## config.mk

```make
export PLATFORM = sky130hd
export DESIGN_NAME = axis_pattern_gen
export DESIGN_NICKNAME = d
export VERILOG_FILES = /design/src/rtl/patgen_pkg.sv /design/src/rtl/byte_sum8.sv /design/src/rtl/axis_pattern_gen.sv
export SDC_FILE = /design/constraint.sdc
export NUM_CORES = 1
export LEC_CHECK = 0
export ABC_AREA = 1
export CAP_MARGIN = 30
export CORE_ASPECT_RATIO = 1.25
export CORE_UTILIZATION = 50
export DETAILED_ROUTE_END_ITERATION = 10
export PLACE_DENSITY_LB_ADDON = 0.25
export REMOVE_ABC_BUFFERS = 1
export SLEW_MARGIN = 25
export SYNTH_ARGS = -nofsm -noshare
export SYNTH_HDL_FRONTEND = slang
export SYNTH_SLANG_ARGS = --single-unit
```

## constraint.sdc

```tcl
create_clock -name clk -period 6.88 [get_ports clk]
set_clock_uncertainty 0.2 [all_clocks]
set_input_delay 1.376 -clock clk [delete_from_list [all_inputs] [get_ports clk]]
set_output_delay 1.376 -clock clk [all_outputs]
set_load 0.005 [all_outputs]
```

## src/rtl/patgen_pkg.sv

```systemverilog
// Shared types and constants for the AXI4-Stream pattern generator.
// Optional PATGEN_THROTTLE_EN build adds inter-beat gaps in axis_pattern_gen.
package patgen_pkg;

  typedef enum logic [1:0] {
    IDLE = 2'd0,
    RUN  = 2'd1,
    DONE = 2'd2
  } state_t;

  localparam logic [63:0] LFSR_TAPS = 64'hD800_0000_0000_0000;

  localparam logic MODE_INCR = 1'b0;
  localparam logic MODE_LFSR = 1'b1;

  // First incrementing beat: byte j = base + j.
  function automatic logic [63:0] incr_first(input logic [7:0] base);
    logic [63:0] d;
    for (int j = 0; j < 8; j++) d[8*j +: 8] = base + 8'(j);
    return d;
  endfunction

  // Next incrementing beat: every byte advances by 8, wrapping per byte.
  function automatic logic [63:0] incr_step(input logic [63:0] d);
    logic [63:0] n;
    for (int j = 0; j < 8; j++) n[8*j +: 8] = d[8*j +: 8] + 8'd8;
    return n;
  endfunction

  function automatic logic [63:0] lfsr_step(input logic [63:0] s);
    return (s >> 1) ^ (s[0] ? LFSR_TAPS : 64'h0);
  endfunction

endpackage

```

## src/rtl/byte_sum8.sv

```systemverilog
// Signed 8-bit sum of the eight bytes of a 64-bit word; every tree stage wraps mod 256.
module byte_sum8 (
  input  logic [63:0]       data,
  output logic signed [7:0] sum
);

  logic [7:0] s01, s23, s45, s67, s0123, s4567;

  assign s01   = data[7:0]   + data[15:8];
  assign s23   = data[23:16] + data[31:24];
  assign s45   = data[39:32] + data[47:40];
  assign s67   = data[55:48] + data[63:56];
  assign s0123 = s01 + s23;
  assign s4567 = s45 + s67;
  assign sum   = s0123 + s4567;

endmodule

```

## src/rtl/axis_pattern_gen.sv

```systemverilog
// AXI4-Stream burst pattern generator (incrementing bytes or 64-bit LFSR) with a running
// expected byte-sum. Define PATGEN_THROTTLE_EN to add the gap input for inter-beat idle cycles.
module axis_pattern_gen
  import patgen_pkg::*;
#(
  parameter int B     = 64,
  parameter int LEN_W = 32
) (
  input  logic             clk,
  input  logic             rstn,
  input  logic             start,
  input  logic [LEN_W-1:0] len,
  input  logic [B-1:0]     seed,
  input  logic             mode,
`ifdef PATGEN_THROTTLE_EN
  input  logic [7:0]       gap,
`endif
  output logic             m_axis_tvalid,
  output logic [B-1:0]     m_axis_tdata,
  input  logic             m_axis_tready,
  output logic             m_axis_tlast,
  output logic             busy,
  output logic             done,
  output logic [LEN_W-1:0] beat_cnt,
  output logic [31:0]      exp_sum
);

  state_t           state_q, state_d;
  logic [LEN_W-1:0] len_q;
  logic             mode_q;
  logic [B-1:0]     pat_q;
  logic [LEN_W-1:0] beat_cnt_q;
  logic [31:0]      exp_sum_q;
  logic             gap_clear;
  logic             hs;
  logic             last_beat;
  logic             accept;
  logic signed [7:0] bsum;

  byte_sum8 u_sum (
    .data(pat_q),
    .sum (bsum)
  );

  assign hs        = m_axis_tvalid & m_axis_tready;
  assign last_beat = (beat_cnt_q == len_q - LEN_W'(1));
  assign accept    = (state_q == IDLE) & start;

`ifdef PATGEN_THROTTLE_EN
  logic [7:0] gap_q, gap_cnt_q;

  assign gap_clear = (gap_cnt_q == 8'd0);

  always_ff @(posedge clk) begin
    if (!rstn) begin
      gap_q     <= '0;
      gap_cnt_q <= '0;
    end else if (accept) begin
      gap_q     <= gap;
      gap_cnt_q <= '0;
    end else if (hs) begin
      gap_cnt_q <= last_beat ? 8'd0 : gap_q;
    end else if (!gap_clear) begin
      gap_cnt_q <= gap_cnt_q - 8'd1;
    end
  end
`else
  assign gap_clear = 1'b1;
`endif

  // NOTE: every output gets a default before the case so no path can infer a latch.
  always_comb begin
    state_d       = state_q;
    busy          = 1'b0;
    done          = 1'b0;
    m_axis_tvalid = 1'b0;
    m_axis_tlast  = 1'b0;
    case (state_q)
      IDLE: if (start) state_d = (len == '0) ? DONE : RUN;
      RUN: begin
        busy          = 1'b1;
        m_axis_tvalid = gap_clear;
        m_axis_tlast  = gap_clear & last_beat;
        if (hs && last_beat) state_d = DONE;
      end
      DONE: begin
        done    = 1'b1;
        state_d = IDLE;
      end
      default: state_d = IDLE;
    endcase
  end

  // NOTE: state registers use non-blocking assignments so all flops update from pre-edge values.
  always_ff @(posedge clk) begin
    if (!rstn) begin
      state_q    <= IDLE;
      len_q      <= '0;
      mode_q     <= MODE_INCR;
      pat_q      <= '0;
      beat_cnt_q <= '0;
      exp_sum_q  <= '0;
    end else begin
      state_q <= state_d;
      if (accept) begin
        len_q      <= len;
        mode_q     <= mode;
        beat_cnt_q <= '0;
        exp_sum_q  <= '0;
        if (mode == MODE_LFSR) pat_q <= (seed == '0) ? B'(1) : seed;
        else                   pat_q <= incr_first(seed[7:0]);
      end else if (hs) begin
        beat_cnt_q <= beat_cnt_q + LEN_W'(1);
        exp_sum_q  <= exp_sum_q + {{24{bsum[7]}}, bsum};
        pat_q      <= (mode_q == MODE_LFSR) ? lfsr_step(pat_q) : incr_step(pat_q);
      end
    end
  end

  assign m_axis_tdata = pat_q;
  assign beat_cnt     = beat_cnt_q;
  assign exp_sum      = exp_sum_q;

endmodule

```

==> results of run 1 <==
[per-layer routing]
layer	up-vias	wire, um
met5	-	0
met4	0	2220
met3	96	2990
met2	595	22100
met1	6523	18000
li1	7002	-
[worst paths after layout]
check	endpoint
setup / recovery	exp_sum[28]
hold / removal	exp_sum[0]
setup reg to reg	exp_sum[28]
hold reg to reg	exp_sum[0]
[power breakdown]
part | switching [uW] | internal [uW] | total [uW] | leakage, uW
clock | 426 | 556 | 983 | 0.000280
sequential | 110 | 1030 | 1140 | 0.00134
combinational | 2530 | 1500 | 4030 | 0.00550
total | 3070 | 3090 | 6150 | 0.00711
[cell usage in the layout, fill, tap and decap left out, types with 5 or more instances in the layout]
cell type / count
buf_4: 22
inv_2: 5
a221oi_1: 32
a211oi_1: 12
a21oi_1: 199
or2_2: 5
xnor2_1: 42
o221a_2: 6
nand4_1: 35
nor4_1: 28
inv_1: 268
fa_1: 40
o221ai_1: 5
o21ai_0: 164
ha_1: 61
a21o_1: 7
nor3_1: 25
xor2_1: 64
nor2_1: 213
a22oi_1: 5
clkbuf_16: 17
clkdlybuf4s50_1: 230
nand3_1: 94
o21bai_1: 18
o211ai_1: 15
o22ai_1: 9
dfxtp_1: 163
nand2_1: 333
nand3b_1: 7
[worst max-delay path, delay by kind of cell, from the launching register on]
family / cells / cell delay, ps
compound gates: 5 / 790
simple gates: 10 / 1190
flops: 1 / 390
buf+inv: 8 / 600
xor+xnor: 1 / 160
fa+ha+maj: 6 / 2910
[area by class of cell]
cell class              instances  area share (%)
clock buffers                  21            2.80
well taps                     340            2.59
flip-flops and latches        163            19.8
inverters                     277            6.32
clock inverters                11           0.776
multi-input cells            1460            52.5
repair buffers                255            15.2
[metrics by stage]
| step | area [um^2] | worst slack, ps |
|---|---|---|
| floorplan | 12900 | 128 |
| global placement | 15800 | 523 |
| detailed placement | 15800 | 444 |
| CTS | 16400 | 417 |
| global route | 16400 | 17.5 |
| finish | 16400 | 503 |
[logic make-up after synthesis]
logic type	Yosys count	synth area share [%]
buf+inv	355	10.1
flops	163	24.7
simple gates	765	25.1
xor+xnor	106	7.03
compound gates	488	21.2
fa+ha+maj	101	11.8
[state kept, by name, summed over array words and instances (netlist names)]
register	flops
m_axis_tdata	64
beat_cnt	32
exp_sum	32
state_q	2
len_q	32
mode_q	1
==> impl_metrics.yaml, run 1 <==
pwr:
  p_total_uw: 6150
  ir_worst_vdd_uv: 331
  powerDensity_mw_per_mm2: 374
  p_leak_uw: 0.00711
synthesis:
  synthesis.area_mm2: 0.0132
  netlist_top_cells_count: "nand2_1 (335), inv_1 (268), nor2_1 (216)"
  syn_area_per_cell_um2: 6.68
  ys.flop_type: "dfxtp_1"
  yosysWarnings: 0
  synth_area_leader_cell: "dfxtp_1"
  synth_top_area_share_pct: 24.7
  yosysMostFrequentCell: "nand2_1"
  ys_types: 50
  synth_area_leaders: "dfxtp_1 (25%), nand2_1 (9.5%), inv_1 (7.6%), a21oi_1 (7.6%), o21ai_0 (6.2%)"
  synth-seq-cells: 163
  seq_area_frac_synth_pct: 24.7
  synthCells: 1978
  synth_edf_count: 0
  async_flop_share_pct: 0
placement:
  io_buffers: 232
  place_congestion: 0.984
  placed_cells: 2495
  hpwl_mm: 35.2
global_routing:
  top_usage_layer: "met2"
  grt_max_degree: 85
  grt_use_met1_pct: 39.9
  grt_pass1_wl_mm: 71.0
  met2_usage_pct: 58.2
  track_usage_pct: 33.6
  antenna_found_initial: 0
  met3_usage_pct: 4.81
  grt_pass1_vias: 13500
  overflow: 0
route:
  postRouteAntennaNets: 0
  drt_first_pass_iters: 5
  drt-total-wl_mm: 45.4
  vias_per_cell: 5.63
  drtIter0Drc: 917
  wl_per_cell_um: 18.0
  drc: 0
  vias: 14200
setup_path:
  reg2reg_depth: 30
  timing.rr.start: "m_axis_tdata[4]"
  path_max_fanout: 27
  critPathKind: "reg -> reg"
  crit_arrival_ps: 6510
  cp-startpoint: "m_axis_tdata[4]"
  slowest_stage: "fa_1"
  max_stage_delay_ps: 590
  cp.required_ps: 7010
  start_kind: "flop"
  endpoint_kind: "flop"
  r2r_slack_ps: 500
sta:
  slew_headroom_pct: 41.3
  setup_tns_ps: 0
  setup_violations: 0
  slew_viol_final: 0
  max_freq_mhz: 157
  grt_setup_unrepaired: "no"
  fin_crit_ps: 6380
  hold_slack_ps: 290
  hold_violations: 0
  timing.final.crit_share_pct: 92.7
  tightest_slew_ps: 880
floorplan:
  core_mm2: 0.0260
  initial_core_util_pct: 50.8
  die-width_um: 147
  ios: 233
  rows: 66
  die_area_mm2: 0.0271
  die_h_um: 184
clock_network:
  cts_buffers: 17
  clkLatencyLatePin_ps: 440
  ctsResizeCount: 0
  clock_path_buffers: 2
  cts_setup_buffers: 0
  cts_tree: "built"
  cts_hold_buffers: 0
  cts_htree_levels: 4
  cts-root-buf: "clkbuf_16"
  path_clk_slew_ps: 70
  numClockSinks: 163
final_layout:
  antenna-diode-count: 0
  finish.utilization_pct: 63.2
  fin_cells: 2527
  area_growth_pct: 24.4
  multiInputGateArea_mm2: 0.00864
  drive_gt1_share_pct: 4.02
  nets: 2376
  seq_area_mm2: 0.00326
  fillCellCount: 2479
worst_hold_path:
  hold_path_class: "reg -> reg"
  min_from: "exp_sum[0]"
  holdPathStages: 2
flow_run:
  drv_cap: 0
outcome:
  status: "finished clean"
Power figures use the tool's default switching activity.
==> run 2, diff against run 1 <==
Settings changed: CORE_UTILIZATION 50 to 53.
==> impl_metrics.yaml, run 2 (synthesized netlist as in run 1, its figures left out) <==
placement:
  hpwl_mm: 34.4
  pre_cts_ws_ps: 511
  place_congestion: 1.04
  io_buffers: 232
setup_path:
  endpoint_kind: "flop"
  slowest_stage: "fa_1"
  start_kind: "flop"
  path_max_fanout: 27
  reg2reg_depth: 32
  timing.rr.start: "m_axis_tdata[4]"
  crit_arrival_ps: 6580
  crit_path_frequent_cell: "nand2_1"
  critPathKind: "reg -> reg"
  r2r_slack_ps: 480
  max_stage_delay_ps: 560
  cp.required_ps: 7060
  reg2reg_to: "exp_sum[31]"
floorplan:
  rows: 64
  die-width_um: 143
  die_area_mm2: 0.0256
  initial_core_util_pct: 53.9
  ios: 233
  core_mm2: 0.0245
  die_h_um: 179
route:
  postRouteAntennaNets: 0
  drtIter0Drc: 992
  drc: 0
  wl_per_cell_um: 17.8
  drt_first_pass_iters: 6
  drt-total-wl_mm: 44.7
  vias: 14300
  vias_per_cell: 5.69
sta:
  setup_violations: 0
  tightest_slew_ps: 981
  hold_violations: 0
  slew_viol_final: 0
  fin_crit_ps: 6400
  grt_setup_unrepaired: "no"
  max_freq_mhz: 156
  timing.final.crit_share_pct: 93.1
  slew_headroom_pct: 34.6
  setup_ws_ps: 478
  setup_tns_ps: 0
final_layout:
  drive_gt1_share_pct: 3.80
  area_growth_pct: 23.9
  nets: 2375
  layout_common_cells: "nand2_1 (333), inv_1 (268), clkdlybuf4s50_1 (230), nor2_1 (213), a21oi_1 (199)"
  largest_register_ffs: 64
  layout_commonest_cell: "nand2_1"
clock_network:
  cts-root-buf: "clkbuf_16"
  numClockSinks: 163
  clock_path_buffers: 2
  cts_htree_levels: 4
  cts_setup_buffers: 0
  ctsResizeCount: 0
  clkLatencyLatePin_ps: 450
  path_clk_slew_ps: 70
  cts_hold_buffers: 0
  cts_tree: "built"
  cts_buffers: 17
worst_hold_path:
  hold_path_class: "reg -> reg"
  holdPathStages: 2
  min_from: "exp_sum[0]"
  whs_endpoint: "exp_sum[0]"
pwr:
  powerDensity_mw_per_mm2: 371
  p_leak_uw: 0.00707
  ir_worst_vdd_uv: 348
global_routing:
  overflow: 0
  grt_pass1_wl_mm: 68.8
  grt_max_degree: 96
  antenna_found_initial: 0
  grt_pass1_vias: 13300
  track_usage_pct: 35.1
flow_run:
  drv_cap: 0
outcome:
  status: "finished clean"
-- run 2: worst max-delay path: cells and delay by family, from the launching register on --
family | cells | cell delay (ps)
adders and majority gates | 6 | 2830
AOI/OAI and AO/OA | 7 | 1350
and+or+nand+nor | 11 | 850
buffers and inverters | 8 | 700
DFF | 1 | 400
-- run 2: worst max path at each step --
stage	from	end	slack [ps]	depth (start not counted)
6_report	m_axis_tdata[4]	exp_sum[31]	480	32
5_1_grt	m_axis_tdata[4]	exp_sum[31]	50	32
4_1_cts	m_axis_tdata[4]	exp_sum[31]	490	32
3_5_place_dp	m_axis_tdata[4]	exp_sum[31]	510	31
3_3_place_gp	m_axis_tdata[4]	exp_sum[31]	600	32
2_1_floorplan	start	m_axis_tdata[17]	130	6
-- run 2: routing by layer --
metal  track usage, %  wire length (um)  vias to the layer above  share of wire (%)
met4             23.2              2740                        0                6.1
li1                 -                 -                     6997                  -
met2             59.0             21100                      644                 47
met5                0                 0                        -                  0
met1             41.2             17600                     6527                 39
met3             5.80              3210                      130                7.2
-- run 2: through the flow --
step	hold WS, ps	util, %	instance area [um^2]	power (uW)	cells
floorplan	247	-	12900	4030	1900
global placement	268	64.6	15800	5040	2484
detailed placement	286	64.6	15800	5090	2484
CTS	294	66.8	16400	6020	2514
global route	327	66.8	16400	6620	2514
finish	289	66.8	16400	6070	2515
-- run 2: cell type report --
class	count	area [um^2]
multi-input cells	1460	8640
fillers	2275	8130
flip-flops and latches	163	3260
repair buffers	254	2480
inverters	277	1040
clock buffers	22	454
well taps	330	413
clock inverters	8	82.6
diodes	1	2.50
-- run 2: report_power, final --
part / leakage (uW) / switching (uW) / total (uW) / internal (uW)
clock: 0.000248 / 412 / 916 / 504
sequential: 0.00134 / 112 / 1140 / 1030
combinational: 0.00549 / 2520 / 4010 / 1500
